**config.mk**
```make
export PLATFORM = sky130hd
export DESIGN_NAME = work_receiver_flat
export DESIGN_NICKNAME = d
export VERILOG_FILES = /design/src/rtl/work_receiver_pkg.sv /design/src/rtl/work_receiver_if.sv /design/src/rtl/work_receiver_rx_byte.sv /design/src/rtl/work_receiver.sv /design/src/flat_wrapper.sv
export SDC_FILE = /design/constraint.sdc
export NUM_CORES = 2
export LEC_CHECK = 0
export CORE_UTILIZATION = 51
export DETAILED_ROUTE_END_ITERATION = 10
export GPL_TIMING_DRIVEN = 0
export PLACE_DENSITY = 0.75
export SLEW_MARGIN = 30
export SYNTH_ARGS = -nofsm -noshare
export SYNTH_HDL_FRONTEND = slang
export SYNTH_SLANG_ARGS = --single-unit
```
**constraint.sdc**
```tcl
create_clock -name clk -period 2.93 [get_ports clk]
set_input_delay 0.586 -clock clk [delete_from_list [all_inputs] [get_ports clk]]
set_output_delay 0.586 -clock clk [all_outputs]
set_load 0.01 [all_outputs]
```
**src/rtl/work_receiver_pkg.sv**
```systemverilog
// work_rx_pkg: shared constants, byte-FSM state type and bit-period helper
// for the getwork serial receiver (work_receiver / uart_rx_byte).
package work_rx_pkg;

  localparam int unsigned WORK_BYTES_C = 84;
  localparam int unsigned WORK_BITS_C  = WORK_BYTES_C * 8;

  // state | meaning
  // IDLE  | line idle, waiting for a low level (candidate start bit)
  // START | timing half a bit to re-check the start bit in its centre
  // DATA  | sampling 8 data bits LSB first, one per bit period
  // STOP  | sampling the stop bit one bit period after the last data bit
  typedef enum logic [1:0] {
    IDLE  = 2'd0,
    START = 2'd1,
    DATA  = 2'd2,
    STOP  = 2'd3
  } rx_state_e;

  // Clock cycles per serial bit; integer division truncates.
  function automatic int unsigned calc_bit_cycles(input int unsigned freq_hz,
                                                  input int unsigned baud);
    return freq_hz / baud;
  endfunction

endpackage

```
**src/rtl/work_receiver_if.sv**
```systemverilog
// work_rx_if: packet-side bundle of the getwork receiver.
//   rx_data   : last complete packet (first byte in the top 8 bits)
//   rx_done   : one-cycle strobe when rx_data is updated
//   frame_err : one-cycle strobe on a bad stop bit
//   rx_busy   : byte in progress or packet partially received
// master = receiver side (drives), slave = miner core side (observes).
interface work_rx_if #(
  parameter int unsigned W = work_rx_pkg::WORK_BITS_C
);
  logic [W-1:0] rx_data;
  logic         rx_done;
  logic         frame_err;
  logic         rx_busy;

  modport master (output rx_data, rx_done, frame_err, rx_busy);
  modport slave  (input  rx_data, rx_done, frame_err, rx_busy);
endinterface

```
**src/rtl/work_receiver_rx_byte.sv**
```systemverilog
// uart_rx_byte: 8N1 byte receiver. Two-flop synchronizer on rxd_i, then a
// byte FSM that centres on the start bit and samples each later bit one bit
// period apart.
// Ports:
//   clk, reset_n   : clock, synchronous active-low reset
//   rxd_i          : asynchronous serial line, idle high
//   byte_out_o     : last good byte (valid with byte_valid_o)
//   byte_valid_o   : one-cycle pulse, good stop bit seen
//   byte_ferr_o    : one-cycle pulse, stop bit was low
//   active_o       : FSM not in IDLE
//
// state | meaning
// IDLE  | waiting for synchronized line low
// START | half-bit wait, then confirm start (low) or drop glitch (high)
// DATA  | 8 samples, one per bit period, LSB first
// STOP  | one bit period, then accept (high) or flag framing error (low)
module uart_rx_byte
  import work_rx_pkg::*;
#(
  parameter int unsigned comm_clk_frequency = 100_000_000,
  parameter int unsigned baud_rate          = 115_200
) (
  input  logic       clk,
  input  logic       reset_n,
  input  logic       rxd_i,
  output logic [7:0] byte_out_o,
  output logic       byte_valid_o,
  output logic       byte_ferr_o,
  output logic       active_o
);

  localparam int unsigned BIT_CYCLES = calc_bit_cycles(comm_clk_frequency, baud_rate);
  localparam int unsigned HALF       = BIT_CYCLES / 2;
  localparam int          TW         = $clog2(BIT_CYCLES + 1);

  logic          meta_q, sync_q;
  rx_state_e     state_q, state_d;
  logic [TW-1:0] timer_q, timer_d;
  logic [2:0]    bitcnt_q, bitcnt_d;
  logic [7:0]    shift_q, shift_d;
  logic [7:0]    byte_q, byte_d;
  logic          valid_q, valid_d;
  logic          ferr_q, ferr_d;

  always_ff @(posedge clk) begin
    if (!reset_n) begin
      meta_q   <= 1'b1;
      sync_q   <= 1'b1;
      state_q  <= IDLE;
      timer_q  <= '0;
      bitcnt_q <= '0;
      shift_q  <= '0;
      byte_q   <= '0;
      valid_q  <= 1'b0;
      ferr_q   <= 1'b0;
    end else begin
      meta_q   <= rxd_i;
      sync_q   <= meta_q;
      state_q  <= state_d;
      timer_q  <= timer_d;
      bitcnt_q <= bitcnt_d;
      shift_q  <= shift_d;
      byte_q   <= byte_d;
      valid_q  <= valid_d;
      ferr_q   <= ferr_d;
    end
  end

  // Bit timer is a down-counter; every sample happens at terminal count.
  always_comb begin
    state_d  = state_q;
    timer_d  = timer_q;
    bitcnt_d = bitcnt_q;
    shift_d  = shift_q;
    byte_d   = byte_q;
    valid_d  = 1'b0;
    ferr_d   = 1'b0;
    case (state_q)
      IDLE: begin
        if (!sync_q) begin
          state_d = START;
          timer_d = TW'(HALF - 1);
        end
      end
      START: begin
        if (timer_q == '0) begin
          if (!sync_q) begin
            state_d  = DATA;
            timer_d  = TW'(BIT_CYCLES - 1);
            bitcnt_d = '0;
          end else begin
            state_d = IDLE;
          end
        end else begin
          timer_d = timer_q - 1'b1;
        end
      end
      DATA: begin
        if (timer_q == '0) begin
          shift_d  = {sync_q, shift_q[7:1]};
          timer_d  = TW'(BIT_CYCLES - 1);
          bitcnt_d = bitcnt_q + 3'd1;
          if (bitcnt_q == 3'd7) state_d = STOP;
        end else begin
          timer_d = timer_q - 1'b1;
        end
      end
      STOP: begin
        if (timer_q == '0) begin
          // Straight back to IDLE so a back-to-back start bit is caught.
          state_d = IDLE;
          if (sync_q) begin
            valid_d = 1'b1;
            byte_d  = shift_q;
          end else begin
            ferr_d = 1'b1;
          end
        end else begin
          timer_d = timer_q - 1'b1;
        end
      end
      default: state_d = IDLE;
    endcase
  end

  assign byte_out_o   = byte_q;
  assign byte_valid_o = valid_q;
  assign byte_ferr_o  = ferr_q;
  assign active_o     = (state_q != IDLE);

endmodule

```
**src/rtl/work_receiver.sv**
```systemverilog
// work_receiver: assembles WORK_BYTES serial bytes into one getwork packet.
// Ports:
//   clk, reset_n : clock, synchronous active-low reset
//   RxD          : asynchronous serial line, idle high
//   wrk          : work_rx_if master (rx_data, rx_done, frame_err, rx_busy)
// Optional: define RX_TIMEOUT_EN to drop a partial packet after
// RX_TIMEOUT_BITS idle bit periods without a start bit.
module work_receiver
  import work_rx_pkg::*;
#(
  parameter int unsigned comm_clk_frequency = 100_000_000,
  parameter int unsigned baud_rate          = 115_200,
  parameter int unsigned WORK_BYTES         = WORK_BYTES_C,
  parameter int unsigned RX_TIMEOUT_BITS    = 100
) (
  input  logic       clk,
  input  logic       reset_n,
  input  logic       RxD,
  work_rx_if.master  wrk
);

  localparam int unsigned BIT_CYCLES = calc_bit_cycles(comm_clk_frequency, baud_rate);
  localparam int          WB         = WORK_BYTES * 8;
  localparam int          CW         = $clog2(WORK_BYTES + 1);

  logic [7:0] byte_out;
  logic       byte_valid, byte_ferr, rx_active;

  uart_rx_byte #(
    .comm_clk_frequency (comm_clk_frequency),
    .baud_rate          (baud_rate)
  ) u_rx_byte (
    .clk          (clk),
    .reset_n      (reset_n),
    .rxd_i        (RxD),
    .byte_out_o   (byte_out),
    .byte_valid_o (byte_valid),
    .byte_ferr_o  (byte_ferr),
    .active_o     (rx_active)
  );

  logic [WB-1:0] asm_q, asm_d;
  logic [WB-1:0] data_q, data_d;
  logic [CW-1:0] cnt_q, cnt_d;
  logic          done_q, done_d;

`ifdef RX_TIMEOUT_EN
  localparam int unsigned TMO_CYCLES = RX_TIMEOUT_BITS * BIT_CYCLES;
  localparam int          TMW        = $clog2(TMO_CYCLES + 1);
  logic [TMW-1:0] tmo_q, tmo_d;

  always_ff @(posedge clk) begin
    if (!reset_n) tmo_q <= TMW'(TMO_CYCLES - 1);
    else          tmo_q <= tmo_d;
  end
`else
  logic unused_tmo;
  assign unused_tmo = (RX_TIMEOUT_BITS == 0) || (BIT_CYCLES == 0);
`endif

  always_ff @(posedge clk) begin
    if (!reset_n) begin
      asm_q  <= '0;
      data_q <= '0;
      cnt_q  <= '0;
      done_q <= 1'b0;
    end else begin
      asm_q  <= asm_d;
      data_q <= data_d;
      cnt_q  <= cnt_d;
      done_q <= done_d;
    end
  end

  // Only the count marks what is valid in asm_q: clearing it discards the
  // partial packet, since a full packet shifts every old byte out.
  always_comb begin
    asm_d  = asm_q;
    data_d = data_q;
    cnt_d  = cnt_q;
    done_d = 1'b0;
`ifdef RX_TIMEOUT_EN
    tmo_d  = tmo_q;
`endif
    if (byte_ferr) begin
      cnt_d = '0;
    end else if (byte_valid) begin
      asm_d = {asm_q[WB-9:0], byte_out};
      if (cnt_q == CW'(WORK_BYTES - 1)) begin
        data_d = asm_d;
        cnt_d  = '0;
        done_d = 1'b1;
      end else begin
        cnt_d = cnt_q + 1'b1;
      end
    end
`ifdef RX_TIMEOUT_EN
    // Idle counter only runs in IDLE with a partial packet held; any start
    // bit (FSM leaves IDLE) reloads it.
    if (rx_active || (cnt_q == '0)) begin
      tmo_d = TMW'(TMO_CYCLES - 1);
    end else if (tmo_q == '0) begin
      cnt_d = '0;
      tmo_d = TMW'(TMO_CYCLES - 1);
    end else begin
      tmo_d = tmo_q - 1'b1;
    end
`endif
  end

  assign wrk.rx_data   = data_q;
  assign wrk.rx_done   = done_q;
  assign wrk.frame_err = byte_ferr;
  assign wrk.rx_busy   = rx_active || (cnt_q != '0);

endmodule

```
**src/flat_wrapper.sv**
```systemverilog
// flat-port wrapper written by rule: the top's interface ports become plain ports
module work_receiver_flat import work_rx_pkg::*;
#(
  parameter int unsigned comm_clk_frequency = 100_000_000,
  parameter int unsigned baud_rate          = 115_200,
  parameter int unsigned WORK_BYTES         = WORK_BYTES_C,
  parameter int unsigned RX_TIMEOUT_BITS    = 100
)
  (clk, reset_n, RxD, wrk_rx_data, wrk_rx_done, wrk_frame_err, wrk_rx_busy);
  work_rx_if wrk_i ();
  input  logic clk;
  input  logic reset_n;
  input  logic RxD;
  output wire logic [$bits(wrk_i.rx_data)-1:0] wrk_rx_data;
  output wire logic [$bits(wrk_i.rx_done)-1:0] wrk_rx_done;
  output wire logic [$bits(wrk_i.frame_err)-1:0] wrk_frame_err;
  output wire logic [$bits(wrk_i.rx_busy)-1:0] wrk_rx_busy;
  assign wrk_rx_data = wrk_i.rx_data;
  assign wrk_rx_done = wrk_i.rx_done;
  assign wrk_frame_err = wrk_i.frame_err;
  assign wrk_rx_busy = wrk_i.rx_busy;
  work_receiver #(.comm_clk_frequency(comm_clk_frequency), .baud_rate(baud_rate), .WORK_BYTES(WORK_BYTES), .RX_TIMEOUT_BITS(RX_TIMEOUT_BITS)) u_core (.clk(clk), .reset_n(reset_n), .RxD(RxD), .wrk(wrk_i));
endmodule
```
# Word-level counts from Yosys, hierarchy flattened
# Cells that the tools add are included.
# word_totals
mem_bits_rw	0
latchBits	0
regBits	1379
romBits	0
in_bits	3
mem_count	0
# classes
n_bitwise	3
multipliers	0
mux	21
n_div	0
n_reduce_logical	16
addsub	3
n_lt_le_gt_ge	0
shifts	0
n_eq_ne	13
# ops
operator	count
two-way mux 10 bit	5
one-hot mux 10 bit (4 select lines)	1
!= test 2 bit, second input constant	7
two-way mux 2 bit	6
AND reduction 3 bit	4
logical NOT 10 bit	1
subtractor 10 x 1 -> 10 bit, second input constant	1
two-way mux 3 bit	3
one-hot mux 2 bit (4 select lines)	1
adder 7 x 1 -> 7 bit, second input constant	1
equality test 7 bit, second input constant	1
two-way mux 7 bit	1
nonzero test 7 bit	1
one-hot mux 3 bit (2 select lines)	1
AND reduction 5 bit	1
equality test 2 bit, second input constant	2
AND reduction 2 bit	2
AND reduction 4 bit	1
nonzero test 2 bit	2
adder 3 x 1 -> 3 bit, second input constant	1
equality test 3 bit, second input constant	1
two-way mux 1 bit	3
!= test 3 bit, second input constant	1
NOT 1 bit	3
5 further kinds	5

# Logic depth before layout (Yosys ltp)
# depth
depth_word	4
mapped_depth	9
ltp_nobuf	6

# Hierarchy
# From an unflattened synthesis, not the netlist that was laid out.
# unflattened
hier_cells	6053
area_unflattened_um2	53780.3
# by_module_without_submodules
mod	n_inst	cells_per_inst	area_per_inst_um2	seq_area_each_um2
work_receiver	1	5841	51904.8	26905.8
uart_rx_byte	1	212	1875.5	700.7

# Worst setup path after synthesis
# OpenSTA, ideal clock, no wires.
# synth_timing
path_type	flip-flop to flip-flop
startpoint	reg u_core.u_rx_byte.timer_q[0]
endpoint	reg u_core.u_rx_byte.byte_q[0] (netlist: u_core.u_rx_byte.byte_out_o[0])
stages_incl_launch_ff	8
n_path_buf	1
setup_ns	0.128
arrival_time_ns	2.021
period_less_slack_ns	2.148
path_slack_ns	0.782
required_time_ns	2.802
path_cell_list	dfxtp_1 -> inv_1 -> ha_1 -> or4b_1 -> clkbuf_1 -> nor4_4 -> mux2i_1 -> nor2_1
# synth_between
elab_chain_len	2
# synth_rtl
item	line	text
start, declared	work_receiver_rx_byte.sv:38	logic [TW-1:0] timer_q, timer_d;
start signal, assigned	work_receiver_rx_byte.sv:60	timer_q <= timer_d;
logical NOT 10 bit	work_receiver_rx_byte.sv:109	if (timer_q == '0) begin
AND reduction 3 bit (no line)	-	
end signal, assigned	work_receiver_rx_byte.sv:63	byte_q <= byte_d;
end, declared	work_receiver_rx_byte.sv:41	logic [7:0] byte_q, byte_d;
# No other way between the ends.
# A chain may end at the register's enable or synchronous reset.

# Worst setup path in the final report
# layout_timing
startpoint	reg u_core.cnt_q[2]
endpoint	out wrk_rx_busy
# layout_between
elab_chain_len	2
# layout_rtl
item	line	text
start, declared	work_receiver.sv:44	logic [CW-1:0] cnt_q, cnt_d;
start signal, assigned	work_receiver.sv:70	cnt_q <= cnt_d;
nonzero test 7 bit	work_receiver.sv:114	assign wrk.rx_busy = rx_active || (cnt_q != '0);
logical OR 1 bit	work_receiver.sv:114	
end, declared	flat_wrapper.sv:17	output wire logic [$bits(wrk_i.rx_busy)-1:0] wrk_rx_busy;
# No other way between the ends.

==> out/results.tsv <==
stage	metric	value	unit
run_status	status	finished, final reports clean	
global_routing	initial antenna violation count	0	
cts	H-tree levels	4	
sta	final period utilization	95.8	%
synthesis	cell area after synthesis	47300	µm²
sta	# setup viols final	0	
cts	Worst-path clk slew	0.07	ns
run	Max-Cap Viols	0	
power	Design Power	37.9	mW
setup_path	Arr. time, crit path	2.22	ns
synthesis	Yosys top cell by area	dfxtp_1	
layout	most frequent cells in the layout	2676 x nand2_1, 1379 x dfxtp_1, 1352 x a21oi_1	
die	starting density of the core	51.5	%
global_routing	gr ovfl total	0	
placed_design	area of placed instances	55600	µm²
die	Die ar.	94000	µm²
placed_design	DPL Wire Length	103	mm
cts	root buf cell	clkbuf_16	
layout	fin cells	8199	
setup_path	CP Launch Type	flop	
cts	CTS Buf Count	139	
routing	post-route ant nets	0	
sta	Fin Hold WS	0.388	ns
routing	routed via count	42825	
layout	Layout area overhead	27.7	%
synthesis	Synth top area share	58.4	%
layout	commonest non-fill, non-tap cell in the layout	nand2_1	
sta	Final Hold Fails	0	
cts	CTS tree	yes	
power	Pwr Density	628	nW/µm²
routing	number of vias per cell	5.22	
cts	Longest Clk Path Bufs	3	
setup_path	CP required	2.34	ns
die	num rows	111	
layout	layout cells sized above 1	3.62	%
synthesis	Post-synth EDFFs	0	
global_routing	Tot GR Track Use	29.4	%
routing	Initial DRC Count	3284	
layout	ant diodes	0	
setup_path	Max FO, Critical Path	4	
die	die width	307	µm
power	maximum vdd drop	0.000539	V
sta	Pins Over Slew Limit	0	
placed_design	dpl ws	-0.539	ns
setup_path	Crit Path Class	reg -> out	
synthesis	post-synthesis sequential area ratio	58.4	%
placed_design	GPL Wtd Cong	0.908	
layout	post-layout net count	6861	
synthesis	main area contributors after synthesis	dfxtp_1 58%, nand2_1 21%, a21oi_1 14%	
sta	FMAX	0.356	GHz
synthesis	Async SR Flop Fraction	0	%
sta	Slew @ Worst Pin	0.954	ns
synthesis	distinct cell type count after synthesis	48	
routing	DRT Wirelength	143	mm
placed_design	IO buf count	676	
sta	fin crit period	2.81	ns
die	Core Box Area	91800	µm²
synthesis	Net Count, Synth	6045	
routing	drt first pass iters	6	
sta	Setup Skew	0.0261	ns
global_routing	first-pass GRT wire length	219	mm
sta	Max-slew headroom	36.4	%
cts	clk_lat worst skew	0.75	ns
sta	Final WS setup	0.122	ns
global_routing	vias in the first global route	40370	
synthesis	Yosys warning total	0	
routing	DR WL/cell	17.4	µm
sta	unrepaired setup endpoints after global routing	false	
global_routing	largest net degree at the start of global routing	17	
routing	drt drc	0	
synthesis	Synth Area per Inst	7.84	µm²
layout	final core occ	65.8	%
placed_design	Placed Cells	7951	
setup_path	endpoint class of the critical path	primary output	
cts	CTS sink cnt	1379	
layout	Design Area, Final	60400	µm²
die	I/O pins	678	
synthesis	synthesized flop and latch total	1379	
min_path	worst min-delay path class	in -> reg	
cts	hold_buf cts	0	
synthesis	Mapped Cells	6032	
power	leakage	19.1	nW
sta	setup TNS	0	ns
die	die extent in y	307	µm
synthesis	Top FF cell, synth	dfxtp_1	
[report_power, final]
group	leakage (nW)	switching, mW	internal, mW
clock	2.35	7.42	10.9
combinational	5.69	0.627	0.199
sequential	11.1	0.0281	18.8
[layer usage]
metal  up-vias  share of wire [%]  GRT usage (%)  wire (µm)
met5         -                  0              0          0
met4         0                4.9           14.8       7040
met3       339                7.9           8.56      11300
met2      1317                 47           49.3      67600
met1     20024                 40           34.1      56800
li1      21145                  -              -          -
[cells by family after synthesis]
family / share of synthesized area [%]
and+or+nand+nor: 22.3
AOI/OAI and AO/OA: 14.9
DFF: 58.4
buffers and inverters: 3.76
muxes: 0.212
adders and majority gates: 0.265
xor gates and xnor gates: 0.111
[path summary, 6_finish.rpt]
check / cells past startpoint / endpoint / slack [ns] / from
worst max-delay path: 3 / wrk_rx_busy / 0.12 / u_core.cnt_q[2]
worst min-delay path: 2 / u_core.u_rx_byte.sync_q / 0.39 / reset_n
worst min register to register: 1 / u_core.u_rx_byte.sync_q / 0.39 / u_core.u_rx_byte.meta_q
worst max register to register: 7 / u_core.wrk.rx_data[181] / 0.17 / u_core.cnt_q[2]
[flip-flops by register name (all words and copies together) (netlist names), named ones only]
name,count
u_core.asm_q,664
u_core.cnt_q,7
u_core.u_rx_byte.bitcnt_q,3
u_core.u_rx_byte.byte_ferr_o,1
u_core.u_rx_byte.byte_out_o,8
u_core.u_rx_byte.byte_valid_o,1
u_core.u_rx_byte.meta_q,1
u_core.u_rx_byte.shift_q,8
u_core.u_rx_byte.state_q,1
u_core.u_rx_byte.sync_q,1
u_core.u_rx_byte.timer_q,10
u_core.wrk.rx_data,672
u_core.wrk.rx_done,1
[Yosys cell counts (2+ instances only)]
master	instances
nand2_1	2676
dfxtp_1	1379
a21oi_1	1352
clkbuf_1	439
nor2_1	28
nand3_1	13
buf_2	11
nand2b_1	11
ha_1	10
inv_1	10
mux2i_1	10
buf_1	9
nor3_1	9
nand4_1	8
a32o_1	7
o21ai_0	7
a31oi_1	5
xnor2_1	4
and2_1	3
nand3b_1	3
o211ai_1	3
or3_1	3
or4_1	3
and3_1	2
nor3b_1	2
o31ai_1	2
xor2_1	2
[critical path: stages, from the launching register on]
cell	delay, ns
dfxtp_1	0.34
nor3_1	0.40
nand4_1	0.18
clkdlybuf4s50_1	0.58
[area by class of cell]
class,count,area [µm²]
fillers,7802,31400
flip-flops and latches,1379,27600
multi-input cells,4183,17900
repair buffers,676,6770
clock buffers,210,4280
plain buffers,458,1750
well taps,1243,1560
clock inverters,39,482
inverters,11,41.3
[timing repair]
| action | in CTS | in global routing |
|---|---|---|
| resized for setup | 6 | 6 |
| setup endpoints to repair | 327 | 89 |
| setup buffers | 0 | 0 |
Power figures use the tool's default switching activity.
